==> config.mk <==
export PLATFORM = sky130hd
export DESIGN_NAME = anim_sequencer
export DESIGN_NICKNAME = d
export VERILOG_FILES = /design/src/rtl/anim_pkg.sv /design/src/rtl/frame_divider.sv /design/src/rtl/anim_sequencer.sv
export SDC_FILE = /design/constraint.sdc
export NUM_CORES = 1
export LEC_CHECK = 0
export ABC_AREA = 0
export BUFFER_PORTS_ARGS = -buffer_cell sky130_fd_sc_hd__buf_2
export CAP_MARGIN = 20
export CELL_PAD_IN_SITES_DETAIL_PLACEMENT = 1
export CELL_PAD_IN_SITES_GLOBAL_PLACEMENT = 1
export CORE_MARGIN = 4
export CORE_UTILIZATION = 39
export CTS_BUF_LIST = sky130_fd_sc_hd__clkbuf_8 sky130_fd_sc_hd__clkbuf_16
export CTS_CLUSTER_SIZE = 8
export DETAILED_ROUTE_END_ITERATION = 10
export HOLD_SLACK_MARGIN = 0.1
export MAX_ROUTING_LAYER = met4
export PLACE_DENSITY = 0.78
export SYNTH_ARGS = -nofsm -noshare
export SYNTH_HDL_FRONTEND = slang
export SYNTH_SLANG_ARGS = --single-unit
==> constraint.sdc <==
create_clock -name i_clk -period 2.1 [get_ports i_clk]
set_input_delay 0.315 -clock i_clk [delete_from_list [all_inputs] [get_ports i_clk]]
set_output_delay 0.315 -clock i_clk [all_outputs]
set_load 0.01 [all_outputs]
==> src/rtl/anim_pkg.sv <==
// rtl/anim_pkg.sv - shared types and constants for the animation sequencer and object modules
// Contents:
//   anim_state_t  sequencer states IDLE / WAIT / UPDATE / RESTART
//   N_OBJ_MAX     upper bound on sequenced objects
//   D_WIDTH/D_HEIGHT  visible display size used by the object modules
//   next_en()     lowest set mask bit at or above a start index
package anim_pkg;

    typedef enum logic [1:0] {
        IDLE    = 2'd0,
        WAIT    = 2'd1,
        UPDATE  = 2'd2,
        RESTART = 2'd3
    } anim_state_t;

    localparam int N_OBJ_MAX = 16;
    localparam int D_WIDTH   = 640;
    localparam int D_HEIGHT  = 480;

    // Returns {1'b0, index} of the lowest set bit of m at or above 'from',
    // or 5'h10 when no such bit exists (sweep finished / empty mask).
    function automatic logic [4:0] next_en(input logic [N_OBJ_MAX-1:0] m, input int from);
        logic [4:0] r;
        r = 5'h10;
        for (int i = N_OBJ_MAX - 1; i >= 0; i--) begin
            if (i >= from && m[i]) begin
                r = {1'b0, 4'(i)};
            end
        end
        return r;
    endfunction

endpackage

==> src/rtl/frame_divider.sv <==
// rtl/frame_divider.sv - frame-strobe divider deciding when an update sweep is due
// Ports:
//   i_clk, i_rst  clock, synchronous active-high reset
//   i_clr         clear the divider count (global restart)
//   i_tick        a frame strobe was consumed while running
//   i_speed       frames per update minus 1
//   o_upd_due     current count has reached i_speed
module frame_divider #(
    parameter int SPD_W = 4
) (
    input  logic             i_clk,
    input  logic             i_rst,
    input  logic             i_clr,
    input  logic             i_tick,
    input  logic [SPD_W-1:0] i_speed,
    output logic             o_upd_due
);

    logic [SPD_W-1:0] div_cnt_q;
    logic [SPD_W-1:0] div_cnt_d;

    always_ff @(posedge i_clk) begin
        if (i_rst) begin
            div_cnt_q <= '0;
        end else begin
            div_cnt_q <= div_cnt_d;
        end
    end

    // >= rather than == so that lowering i_speed below the current count
    // fires on the next frame instead of waiting for a wrap.
    always_comb begin
        o_upd_due = (div_cnt_q >= i_speed);
        div_cnt_d = div_cnt_q;
        if (i_clr) begin
            div_cnt_d = '0;
        end else if (i_tick) begin
            div_cnt_d = o_upd_due ? '0 : div_cnt_q + SPD_W'(1);
        end
    end

endmodule

==> src/rtl/anim_sequencer.sv <==
// rtl/anim_sequencer.sv - turns the VGA frame strobe into per-object one-hot animate strobes
// Optional feature: define ANIM_SEQ_MASK_EN to add i_obj_en (per-object enable mask,
// sampled at sweep start; disabled objects take no strobe and no cycle).
// Ports:
//   i_clk, i_rst   clock, synchronous active-high reset
//   i_frame_stb    frame strobe (start of vertical blanking)
//   i_run          1 = free-run, 0 = paused
//   i_step         request one update while paused
//   i_restart      return all objects to their initial position
//   i_speed        frames per update minus 1
//   o_ani_stb      one-hot animate strobe, bit k -> object k
//   o_obj_rst      one-cycle reset to all objects
//   o_busy         sweeping or restarting
//   o_overrun      sticky: frame strobe seen mid-sweep
//   o_upd_cnt      completed sweeps, wrapping
module anim_sequencer
    import anim_pkg::*;
#(
    parameter int N_OBJ = 4,
    parameter int SPD_W = 4,
    parameter int CNT_W = 16
) (
    input  logic             i_clk,
    input  logic             i_rst,
    input  logic             i_frame_stb,
    input  logic             i_run,
    input  logic             i_step,
    input  logic             i_restart,
    input  logic [SPD_W-1:0] i_speed,
`ifdef ANIM_SEQ_MASK_EN
    input  logic [N_OBJ-1:0] i_obj_en,
`endif
    output logic [N_OBJ-1:0] o_ani_stb,
    output logic             o_obj_rst,
    output logic             o_busy,
    output logic             o_overrun,
    output logic [CNT_W-1:0] o_upd_cnt
);

    anim_state_t            state_q, state_d;
    logic [3:0]             idx_q, idx_d;
    logic [N_OBJ_MAX-1:0]   mask_q, mask_d;
    logic [N_OBJ-1:0]       ani_stb_q, ani_stb_d;
    logic                   step_pend_q, step_pend_d;
    logic                   overrun_q, overrun_d;
    logic [CNT_W-1:0]       upd_cnt_q, upd_cnt_d;

    logic [N_OBJ_MAX-1:0]   mask_src;
    logic [4:0]             sel_first;
    logic [4:0]             sel_next;
    logic                   div_tick;
    logic                   upd_due;

`ifdef ANIM_SEQ_MASK_EN
    assign mask_src = N_OBJ_MAX'(i_obj_en);
`else
    assign mask_src = N_OBJ_MAX'({N_OBJ{1'b1}});
`endif

    frame_divider #(.SPD_W(SPD_W)) u_div (
        .i_clk     (i_clk),
        .i_rst     (i_rst),
        .i_clr     (i_restart),
        .i_tick    (div_tick),
        .i_speed   (i_speed),
        .o_upd_due (upd_due)
    );

    always_ff @(posedge i_clk) begin
        if (i_rst) begin
            state_q     <= IDLE;
            idx_q       <= '0;
            mask_q      <= '0;
            ani_stb_q   <= '0;
            step_pend_q <= 1'b0;
            overrun_q   <= 1'b0;
            upd_cnt_q   <= '0;
        end else begin
            state_q     <= state_d;
            idx_q       <= idx_d;
            mask_q      <= mask_d;
            ani_stb_q   <= ani_stb_d;
            step_pend_q <= step_pend_d;
            overrun_q   <= overrun_d;
            upd_cnt_q   <= upd_cnt_d;
        end
    end

    always_comb begin
        state_d     = state_q;
        idx_d       = idx_q;
        mask_d      = mask_q;
        ani_stb_d   = '0;
        step_pend_d = step_pend_q;
        overrun_d   = overrun_q;
        upd_cnt_d   = upd_cnt_q;
        div_tick    = 1'b0;
        sel_first   = next_en(mask_src, 0);
        sel_next    = next_en(mask_q, int'(idx_q) + 1);

        if (i_restart) begin
            state_d     = RESTART;
            step_pend_d = 1'b0;
            overrun_d   = 1'b0;
        end else begin
            case (state_q)
                IDLE: begin
                    if (i_frame_stb && step_pend_q) begin
                        step_pend_d = 1'b0;
                        state_d     = UPDATE;
                    end else begin
                        if (i_step) step_pend_d = 1'b1;
                        if (i_run)  state_d     = WAIT;
                    end
                end
                WAIT: begin
                    if (i_frame_stb) begin
                        div_tick = 1'b1;
                        if (upd_due)     state_d = UPDATE;
                        else if (!i_run) state_d = IDLE;
                    end else if (!i_run) begin
                        state_d = IDLE;
                    end
                end
                UPDATE: begin
                    if (i_frame_stb) overrun_d = 1'b1;
                    if (sel_next[4]) begin
                        state_d   = i_run ? WAIT : IDLE;
                        upd_cnt_d = upd_cnt_q + CNT_W'(1);
                    end else begin
                        idx_d     = sel_next[3:0];
                        ani_stb_d = N_OBJ'(1) << sel_next[3:0];
                    end
                end
                default: begin
                    state_d = i_run ? WAIT : IDLE;
                end
            endcase

            // Sweep entry: latch the mask and emit the first strobe on the
            // same edge so object 0 fires the cycle after the frame strobe.
            // An empty mask gives one strobe-less UPDATE cycle.
            if (state_q != UPDATE && state_d == UPDATE) begin
                mask_d    = mask_src;
                idx_d     = sel_first[3:0];
                ani_stb_d = sel_first[4] ? '0 : N_OBJ'(1) << sel_first[3:0];
            end
        end
    end

    always_comb begin
        o_ani_stb = ani_stb_q;
        o_obj_rst = (state_q == RESTART);
        o_busy    = (state_q == UPDATE) || (state_q == RESTART);
        o_overrun = overrun_q;
        o_upd_cnt = upd_cnt_q;
    end

endmodule

==> run_results.csv <==
group,metric,value,unit
global_routing,grt.total_usage,17.1,%
placement,placed_cells,249,
worst_setup_path,critPathMaxFanout,4,
logic_synthesis,synth.distinct_cells,37,
power,powerDensity,651,nW/um2
clock_network,root_buffer,"clkbuf_8",
global_routing,grt_util_met1,19.4,%
flow_run,maxCapViolations,0,
floorplan,core-area,3690,um2
clock_network,cts_htree_levels,2,
sta,slew_violations,0,
min_path,hold_depth,3,
logic_synthesis,seq_area_frac_synth,41.6,%
clock_network,tritoncts,"built",
logic_synthesis,yosysWarnings,0,
global_routing,grt_pass1_vias,1414,
min_path,min_from,"i_run",
logic_synthesis,synth.area.top_cells,"dfxtp_1, a21oi_1, ha_1, nor2_1, nand4_4",
sta,setup_viol,0,
cells_and_area,antennaDiodeCount,0,
power,power.total,1160,uW
cells_and_area,final_common_cell,"buf_2",
power,p_leak,0.000755,uW
sta,fin_skew,7.39,ps
worst_setup_path,criticalPathCategory,"reg -> reg",
global_routing,grt_overflow_total,0,
global_routing,use_met2,28.2,%
min_path,min_path_type,"in -> reg",
drt,dr.pass1.iters,4,
drt,vias_per_cell,5.27,
logic_synthesis,synthFlopType,"dfxtp_1",
logic_synthesis,syn_avg_cell_area,8.61,um2
placement,portBuffers,32,
placement,place_congestion,0.878,
cells_and_area,multi_input_area,802,um2
sta,max_slew_margin,73.5,%
worst_setup_path,rrSetupSlack,340,ps
drt,finalWirelength,3710,um
worst_setup_path,crit_arrival,1930,ps
sta,setup_tns,0,ps
worst_setup_path,end_kind,"flip-flop",
worst_setup_path,r2r_cells,7,
cells_and_area,seqCellArea,621,um2
logic_synthesis,syn-num-nets,189,
floorplan,ioPinCount,33,
logic_synthesis,synth-edff-count,0,
worst_setup_path,required,2280,ps
drt,drt_iter0_drc,59,
worst_setup_path,critical-path-slowest-cell,"dfxtp_1",
logic_synthesis,synth_area,1490,um2
worst_setup_path,r2r_end,"idx_q[1]",
drt,route.detailed.drc,0,
cells_and_area,fin_util,48.2,%
clock_network,clk_pin_slew,60,ps
global_routing,busiest_layer,"met2",
power,max-vdd-ir-drop,0.375,mV
worst_setup_path,worstReg2RegStart,"u_div.div_cnt_q[0]",
sta,period_share,83.7,%
sta,tightest_slew,397,ps
cells_and_area,n_fill_cell,488,
clock_network,insertion_delay,280,ps
logic_synthesis,synth-seq-cells,31,
floorplan,die_area,4870,um2
logic_synthesis,syn_inst,173,
cells_and_area,nNetsFinal,224,
logic_synthesis,yosysTopAreaCell,"dfxtp_1",
cells_and_area,final_layout_size_suffix_gt1_share,21.5,%
placement,dp_hpwl,2940,um
global_routing,met3_usage,5.22,%
global_routing,grt_max_degree,20,
worst_setup_path,path_cells,"inv_1 > ha_1 > a31oi_1 > nor2b_1 > o21ai_1 > a211o_1 > o211a_1",
floorplan,die_h,69.8,um
status,status,"completed",
sta,timing.fmax,569,MHz
clock_network,cts_resized,0,
logic_synthesis,yosysTopAreaCellShare,41.6,%
cells_and_area,area_delta_synth_final,19.2,%
clock_network,ctsHoldBuffers,0,
global_routing,grt_first_pass_wirelength,6530,um
global_routing,antenna_found_initial,0,
floorplan,die_x,69.8,um
floorplan,fp-row-count,22,
logic_synthesis,synthArstFlopShare,0,%
clock_network,cts.sinks,31,
min_path,min_to,"state_q[0]",
cells_and_area,mostFrequentLayoutCells,"buf_2, dfxtp_1, nor2_1",
sta,finalCriticalPeriod,1760,ps
clock_network,cts_made_buffers,5,
sta,rsz0062_at_grt,"no",
clock_network,postCtsSetupRepairBufs,0,
sta,fin_hold_ws,301,ps
drt,postRouteAntennaNets,0,
sta,hold_viol,0,
cells_and_area,stdcell_count,257,
clock_network,cts_buffer_depth,2,
worst_setup_path,cp_slowest_stage_delay,360,ps
drt,wl_per_cell,14.4,um
worst_setup_path,startpoint_type,"flip-flop",
floorplan,initial_core_util,40.4,%
drt,route.vias.total,1354,
kinds of logic after synthesis:
logic type,after synthesis,share of synthesized area (%)
AOI/OAI and AO/OA,35,14.0
xor gates and xnor gates,10,5.88
DFF,31,41.6
and+or+nand+nor,73,28.2
muxes,1,0.672
buffers and inverters,17,4.53
adders and majority gates,6,5.04
critical path: cells and delay by family (launching register included):
kind                     cells  cell delay, ps
AO/OA/AOI/OAI                4             700
flip-flops                   1             360
AND/OR/NAND/NOR              1             230
adder cells (fa/ha/maj)      1             280
buffers and inverters        1              90
synthesized netlist by cell type (all sizes together), types with 3 or more instances:
library cell  instances
a21oi                16
and2                  3
buf                   3
dfxtp                31
ha                    6
inv                  12
nand2                15
nand3                 5
nand4                 7
nor2                 20
nor3                  9
o21ai                 8
or3                   5
xnor2                 7
xor2                  3
registers in the layout, indices dropped and copies added, names as in the netlist:
| signal | flops |
|---|---|
| step_pend_q | 1 |
| o_ani_stb | 4 |
| o_upd_cnt | 16 |
| mask_q | 1 |
| o_overrun | 1 |
| idx_q | 2 |
| state_q | 2 |
| u_div.div_cnt_q | 4 |
layer usage:
metal / vias up / share of wire (%)
met3: 11 / 4.7
met5: - / 0
met2: 30 / 50
li1: 668 / -
met4: 0 / 2.2
met1: 645 / 43
worst max-delay path by stage:
stage | startpoint | endpoint | slack [ps] | depth (start not counted)
floorplan | u_div.div_cnt_q[0] | idx_q[1] | 560 | 7
global placement | i_speed[2] | idx_q[1] | 420 | 8
detailed placement | i_speed[1] | idx_q[1] | 310 | 8
CTS | u_div.div_cnt_q[0] | idx_q[1] | 330 | 7
global route | u_div.div_cnt_q[0] | o_ani_stb[0] | 120 | 7
finish | u_div.div_cnt_q[0] | idx_q[1] | 340 | 7
layout make-up:
| cell class | count | share of cell area (%) |
|---|---|---|
| clock buffer | 5 | 3.87 |
| clock inverter | 3 | 0.704 |
| inverter | 12 | 2.54 |
| multi-input combinational | 125 | 45.1 |
| sequential | 31 | 34.9 |
| tap | 48 | 3.38 |
| timing repair buffer | 33 | 9.44 |
report_power, final:
part,switching (uW),internal (uW),leakage (uW)
clock network,214,222,0.0000505
registers,12.6,599,0.000251
logic,66.8,41.8,0.000453
total,293,863,0.000755
stage by stage:
step                worst slack (ps)  area [um2]
global placement                 423        1700
floorplan                        561        1490
global route                     121        1780
CTS                              334        1780
finish                           343        1780
detailed placement               307        1700
Power figures use the tool's default switching activity.
